[src/rtl/ifetch_buffer.sv]
// Instruction fetch front-end: sequential PC generation, credit-limited memory requests,
// small in-order response FIFO toward decode, redirect flush. Optional macro IFETCH_BYPASS_EN.
module ifetch_buffer #(
  parameter logic [31:0] RESET_PC  = 32'h0000_0000,
  parameter int          DEPTH     = 2,
  parameter logic [31:0] NOP_INSTR = 32'h0000_0013
) (
  input  logic        clk,
  input  logic        reset,
  output logic        imem_req_valid,
  output logic [31:0] imem_req_addr,
  input  logic        imem_req_ready,
  input  logic        imem_rsp_valid,
  input  logic [31:0] imem_rsp_data,
  input  logic        redirect_valid,
  input  logic [31:0] redirect_pc,
  output logic        id_valid,
  output logic [31:0] id_instr,
  output logic [31:0] id_pc,
  input  logic        id_ready
);

  localparam int AW = $clog2(DEPTH);
  localparam int OW = $clog2(DEPTH + 1);
  // Stale requests can pile up across back-to-back redirects while memory is slow,
  // so the in-flight counters get headroom beyond DEPTH.
  localparam int CW = OW + 3;

  logic [29:0]   r_fetch_pc;
  logic [29:0]   r_rsp_pc;
  logic [AW-1:0] r_wr_ptr;
  logic [AW-1:0] r_rd_ptr;
  logic [OW-1:0] r_count;
  logic [CW-1:0] r_outstanding;
  logic [CW-1:0] r_drop;

  logic [29:0]   w_fetch_pc_next;
  logic [29:0]   w_rsp_pc_next;
  logic [AW-1:0] w_wr_ptr_next;
  logic [AW-1:0] w_rd_ptr_next;
  logic [OW-1:0] w_count_next;
  logic [CW-1:0] w_out_next;
  logic [CW-1:0] w_drop_next;

  logic          w_empty;
  logic [CW-1:0] w_used;
  logic          w_req_fire;
  logic          w_rsp_live;
  logic          w_rsp_drop;
  logic          w_bypass;
  logic          w_pop;
  logic          w_wr_en;
  logic [29:0]   w_head_pc;
  logic [31:0]   w_head_instr;
  logic [29:0]   w_ent_pc    [DEPTH];
  logic [31:0]   w_ent_instr [DEPTH];
  logic          w_unused;

  assign w_unused = &{1'b0, redirect_pc[1:0]};

  // Credit: slots already filled plus responses still expected to be kept.
  assign w_used         = CW'(r_count) + (r_outstanding - r_drop);
  assign imem_req_valid = !reset && (w_used < CW'(DEPTH));
  assign imem_req_addr  = {r_fetch_pc, 2'b00};
  assign w_req_fire     = imem_req_valid && imem_req_ready;

  assign w_rsp_drop = imem_rsp_valid && (r_drop != '0);
  assign w_rsp_live = imem_rsp_valid && (r_drop == '0);
  assign w_empty    = (r_count == '0);

`ifdef IFETCH_BYPASS_EN
  assign w_bypass = w_rsp_live && w_empty && !redirect_valid;
`else
  assign w_bypass = 1'b0;
`endif

  assign w_head_pc    = w_ent_pc[r_rd_ptr];
  assign w_head_instr = w_ent_instr[r_rd_ptr];

  assign id_valid = !w_empty || w_bypass;
  assign id_pc    = w_empty ? {r_rsp_pc, 2'b00} : {w_head_pc, 2'b00};
  always_comb begin
    id_instr = NOP_INSTR;
    if (!w_empty) begin
      id_instr = w_head_instr;
    end else if (w_bypass) begin
      id_instr = imem_rsp_data;
    end
  end

  assign w_pop   = !w_empty && id_ready;
  // A bypassed response that decode takes is never stored.
  assign w_wr_en = w_rsp_live && !(w_bypass && id_ready) && !redirect_valid;

  genvar gi;
  generate
    for (gi = 0; gi < DEPTH; gi++) begin : g_entry
      logic [29:0] r_pc;
      logic [31:0] r_instr;
      always_ff @(posedge clk) begin
        if (w_wr_en && (r_wr_ptr == AW'(gi))) begin
          r_pc    <= r_rsp_pc;
          r_instr <= imem_rsp_data;
        end
      end
      assign w_ent_pc[gi]    = r_pc;
      assign w_ent_instr[gi] = r_instr;
    end
  endgenerate

  always_comb begin
    w_fetch_pc_next = r_fetch_pc;
    w_rsp_pc_next   = r_rsp_pc;
    w_wr_ptr_next   = r_wr_ptr;
    w_rd_ptr_next   = r_rd_ptr;
    w_count_next    = r_count + OW'(w_wr_en) - OW'(w_pop);
    w_out_next      = r_outstanding + CW'(w_req_fire) - CW'(imem_rsp_valid);
    w_drop_next     = r_drop - CW'(w_rsp_drop);
    if (w_req_fire) begin
      w_fetch_pc_next = r_fetch_pc + 30'd1;
    end
    if (w_rsp_live) begin
      w_rsp_pc_next = r_rsp_pc + 30'd1;
    end
    if (w_wr_en) begin
      w_wr_ptr_next = r_wr_ptr + AW'(1);
    end
    if (w_pop) begin
      w_rd_ptr_next = r_rd_ptr + AW'(1);
    end
    // Redirect: this cycle's pop has already happened; everything still in flight is stale.
    if (redirect_valid) begin
      w_fetch_pc_next = redirect_pc[31:2];
      w_rsp_pc_next   = redirect_pc[31:2];
      w_wr_ptr_next   = '0;
      w_rd_ptr_next   = '0;
      w_count_next    = '0;
      w_drop_next     = w_out_next;
    end
  end

  always_ff @(posedge clk) begin
    if (reset) begin
      r_fetch_pc    <= RESET_PC[31:2];
      r_rsp_pc      <= RESET_PC[31:2];
      r_wr_ptr      <= '0;
      r_rd_ptr      <= '0;
      r_count       <= '0;
      r_outstanding <= '0;
      r_drop        <= '0;
    end else begin
      r_fetch_pc    <= w_fetch_pc_next;
      r_rsp_pc      <= w_rsp_pc_next;
      r_wr_ptr      <= w_wr_ptr_next;
      r_rd_ptr      <= w_rd_ptr_next;
      r_count       <= w_count_next;
      r_outstanding <= w_out_next;
      r_drop        <= w_drop_next;
    end
  end

endmodule

[config.mk]
export PLATFORM = sky130hd
export DESIGN_NAME = ifetch_buffer
export DESIGN_NICKNAME = d
export VERILOG_FILES = /design/src/rtl/ifetch_buffer.sv
export SDC_FILE = /design/constraint.sdc
export NUM_CORES = 1
export LEC_CHECK = 0
export ABC_CLOCK_PERIOD_IN_PS = 5900
export CAP_MARGIN = 20
export CORE_AREA = 2 2 136 138
export DETAILED_ROUTE_END_ITERATION = 10
export DIE_AREA = 0 0 138 140
export PLACE_DENSITY = 0.78
export SLEW_MARGIN = 25
export SYNTH_ARGS = -nofsm -noshare
export SYNTH_HDL_FRONTEND = slang
export SYNTH_SLANG_ARGS = --single-unit
[constraint.sdc]
create_clock -name clk -period 5.9 [get_ports clk]
set_clock_uncertainty 0.2 [all_clocks]
set_input_delay 0.59 -clock clk [delete_from_list [all_inputs] [get_ports clk]]
set_output_delay 0.59 -clock clk [all_outputs]
set_load 0.05 [all_outputs]
==> flow_summary.json <==
{
  "mostFrequentLayoutCells": "clkdlybuf4s50_1, edfxtp_1, dfxtp_1, mux2i_1, nand2_1",
  "grt_pass1_vias": 6036,
  "syn_area_sq_um": 9110,
  "p_seq_share_pct": 42.7,
  "die-area_sq_um": 19300,
  "cp_max_fo": 15,
  "synth_edf_count": 124,
  "power_leakage_nw": 3.99,
  "cts_root_buf": "clkbuf_16",
  "dieHeight_um": 140,
  "powerDensity_nw_per_um2": 346,
  "clk_latency_ns": 0.43,
  "critPathKind": "flip-flop to output pin",
  "startpoint_type": "flip-flop",
  "clock.fmax_mhz": 207,
  "area_growth_pct": 25.6,
  "syn_inst": 796,
  "max_slew_margin_pct": 33.6,
  "grt_max_degree": 91,
  "final-max-slew-violation-count": 0,
  "multi_input_area_sq_um": 3540,
  "drt_iter0_drc": 380,
  "holdPathEnd": "r_fetch_pc[29]",
  "endpoint_kind": "output pin",
  "internal_power_mw": 2.64,
  "mostFrequentLayoutCell": "clkdlybuf4s50_1",
  "power_mw": 3.96,
  "viasPerCell": 5.37,
  "ant_nets": 0,
  "cpPeakStageDelay_ns": 0.81,
  "rsz0062_at_grt": "no",
  "hold_class": "flip-flop to flip-flop",
  "ys_types": 59,
  "dr.pass1.iters": 4,
  "yosysWarnings": 0,
  "diodes": 0,
  "slowest_stage": "clkdlybuf4s50_1",
  "setup_tns_ns": 0,
  "drive_gt1_share_pct": 6.49,
  "min_from": "r_fetch_pc[29]",
  "clkPwrFrac_pct": 27.8,
  "clockBufferDepth": 2,
  "ys_seq_elements": 198,
  "remaining_drc_errors": 0,
  "hpwl_um": 13000,
  "core_sq_um": 17800,
  "cp.required_ns": 5.11,
  "r2r_start": "r_count[1]",
  "rrSetupSlack_ns": 1.29,
  "async_flop_share_pct": 0,
  "synth_top_area_share_pct": 40.9,
  "maxCapViolations": 0,
  "yosysSeqAreaShare_pct": 57.1,
  "yosys.area.top_type": "edfxtp_1",
  "arrival_ns": 4.04,
  "cts_hold_buf": 0,
  "cts_tree": "built",
  "vdd_drop_max_mv": 0.226,
  "io_pins": 168,
  "cts.sinks": 198,
  "drt_wl_total_um": 19100,
  "fin_crit_ns": 4.83,
  "ff2ff_path_depth": 17,
  "sw_frac_of_total_pct": 33.2,
  "cts-htree-levels": 4,
  "gp_congestion": 0.872,
  "postCtsSetupRepairBufs": 0,
  "numCtsBuffers": 17,
  "min_period_over_period_pct": 81.9,
  "worstReg2RegEnd": "r_drop[4]",
  "hold_viol": 0,
  "clkTransAtPathRegs_ns": 0.07,
  "antenna_found_initial": 0,
  "finalSetupViolCount": 0,
  "run_status": "completed",
  "synth_top_flop_cell": "edfxtp_1",
  "pwr-share-comb_pct": 29.5,
  "gr-usage-all-layers_pct": 20.2,
  "overflow": 0,
  "synth_area_per_cell_sq_um": 11.4,
  "tightest_slew_ns": 0.987,
  "net-switching-power_mw": 1.32,
  "yosys-top-cells-area": "edfxtp_1, dfxtp_1, mux2i_1, nor2_1, nand2_1",
  "wire_per_inst_um": 16.1,
  "rows": 49,
  "path_cells": "inv_1, fa_1, fa_1, or2b_1, a21oi_2, xnor2_2, or3_1, inv_1, clkdlybuf4s50_1",
  "final_nets": 1033,
  "fillers": 1409,
  "portBuffers": 161,
  "grt_pass1_wl_um": 31100,
  "seqCellArea_sq_um": 5210,
  "vias": 6364,
  "die_w_um": 138,
  "initial_core_util_pct": 51.2,
  "cts_resized": 0,
  "hold_depth": 1
}
## worst max-delay path, delay by kind of cell (launching register included)
| kind | cells | cell delay (ns) |
|---|---|---|
| flops | 1 | 0.37 |
| buf+inv | 3 | 1.04 |
| xor+xnor | 1 | 0.17 |
| simple gates | 2 | 0.86 |
| compound gates | 1 | 0.16 |
| fa+ha+maj | 2 | 1.00 |
## power groups by stage
stage / Sequential, mW / Clock (mW) / Combinational (mW)
after floorplan: 1.75 / 0 / 0.855
after global placement: 1.72 / 0 / 1.15
after detailed placement: 1.72 / 0 / 1.16
after CTS: 1.69 / 1.12 / 1.17
after global routing: 1.71 / 1.18 / 1.29
final: 1.69 / 1.10 / 1.17
## Yosys cell counts, types with 12 or more instances
| master | count |
|---|---|
| a21boi_0 | 28 |
| a21oi_1 | 38 |
| and3_1 | 16 |
| clkbuf_1 | 25 |
| dfxtp_1 | 74 |
| edfxtp_1 | 124 |
| ha_1 | 17 |
| inv_1 | 50 |
| mux2i_1 | 65 |
| nand2_1 | 58 |
| nand3_1 | 21 |
| nand4_1 | 12 |
| nor2_1 | 59 |
| nor4_1 | 13 |
| o21ai_0 | 32 |
| o31a_1 | 17 |
| xnor2_1 | 24 |
| xor2_1 | 23 |
## sequential cells by signal, summed over array words and instances (netlist names)
register and cells:
r_wr_ptr 1, r_count 2, r_drop 5, g_entry.r_instr 64, r_rsp_pc 30, g_entry.r_pc 60, r_fetch_pc 30, r_rd_ptr 1
r_outstanding 5
## how the worst max path moves through the flow
stage | slack, ns | start | to
after global routing | 0.83 | r_count[1] | imem_req_valid
after detailed placement | 1.32 | r_count[1] | r_drop[4]
after floorplan | 1.13 | redirect_valid | g_entry[0].r_instr[0]
final | 1.07 | r_count[1] | imem_req_valid
after global placement | 1.36 | r_count[1] | r_drop[4]
after CTS | 1.04 | r_count[1] | imem_req_valid
## per-layer routing
metal	wire length [um]	up-vias	global-route usage [%]
met2	8550	185	30.7
met4	163	0	5.32
met1	9400	3008	29.5
li1	-	3160	-
met3	993	11	4.41
met5	0	-	0
## final cells by class
type / instances / area share [%]
tap: 229 / 2.50
clock inverter: 12 / 0.896
clock buffer: 20 / 4.00
inverter: 50 / 1.64
sequential: 198 / 45.5
multi-input combinational: 508 / 31.0
timing repair buffer: 168 / 14.5
## through the flow
step | setup slack (ns) | instance area [sq um] | cells | hold slack [ns] | utilization [%]
finish | 1.07 | 11400 | 1185 | 0.315 | 64.4
global route | 0.829 | 11400 | 1185 | 0.338 | 64.4
global placement | 1.36 | 10900 | 1153 | 0.296 | 61.2
floorplan | 1.13 | 9120 | 799 | 0.267 | -
CTS | 1.04 | 11400 | 1185 | 0.314 | 64.4
detailed placement | 1.32 | 10900 | 1153 | 0.287 | 61.2
## cell families (layout without fill, tap and decap cells)
group / count (synthesis) / in the layout / share of synthesized area, %
compound gates: 147 / 147 / 10.7
other cells: 1 / 4 / 0.0412
simple gates: 221 / 221 / 12.5
fa+ha+maj: 20 / 20 / 2.99
buf+inv: 93 / 250 / 4.28
xor+xnor: 51 / 51 / 5.23
flops: 198 / 198 / 57.1
mux: 65 / 65 / 7.14
Note: power is estimated with default switching activity, not from simulation.
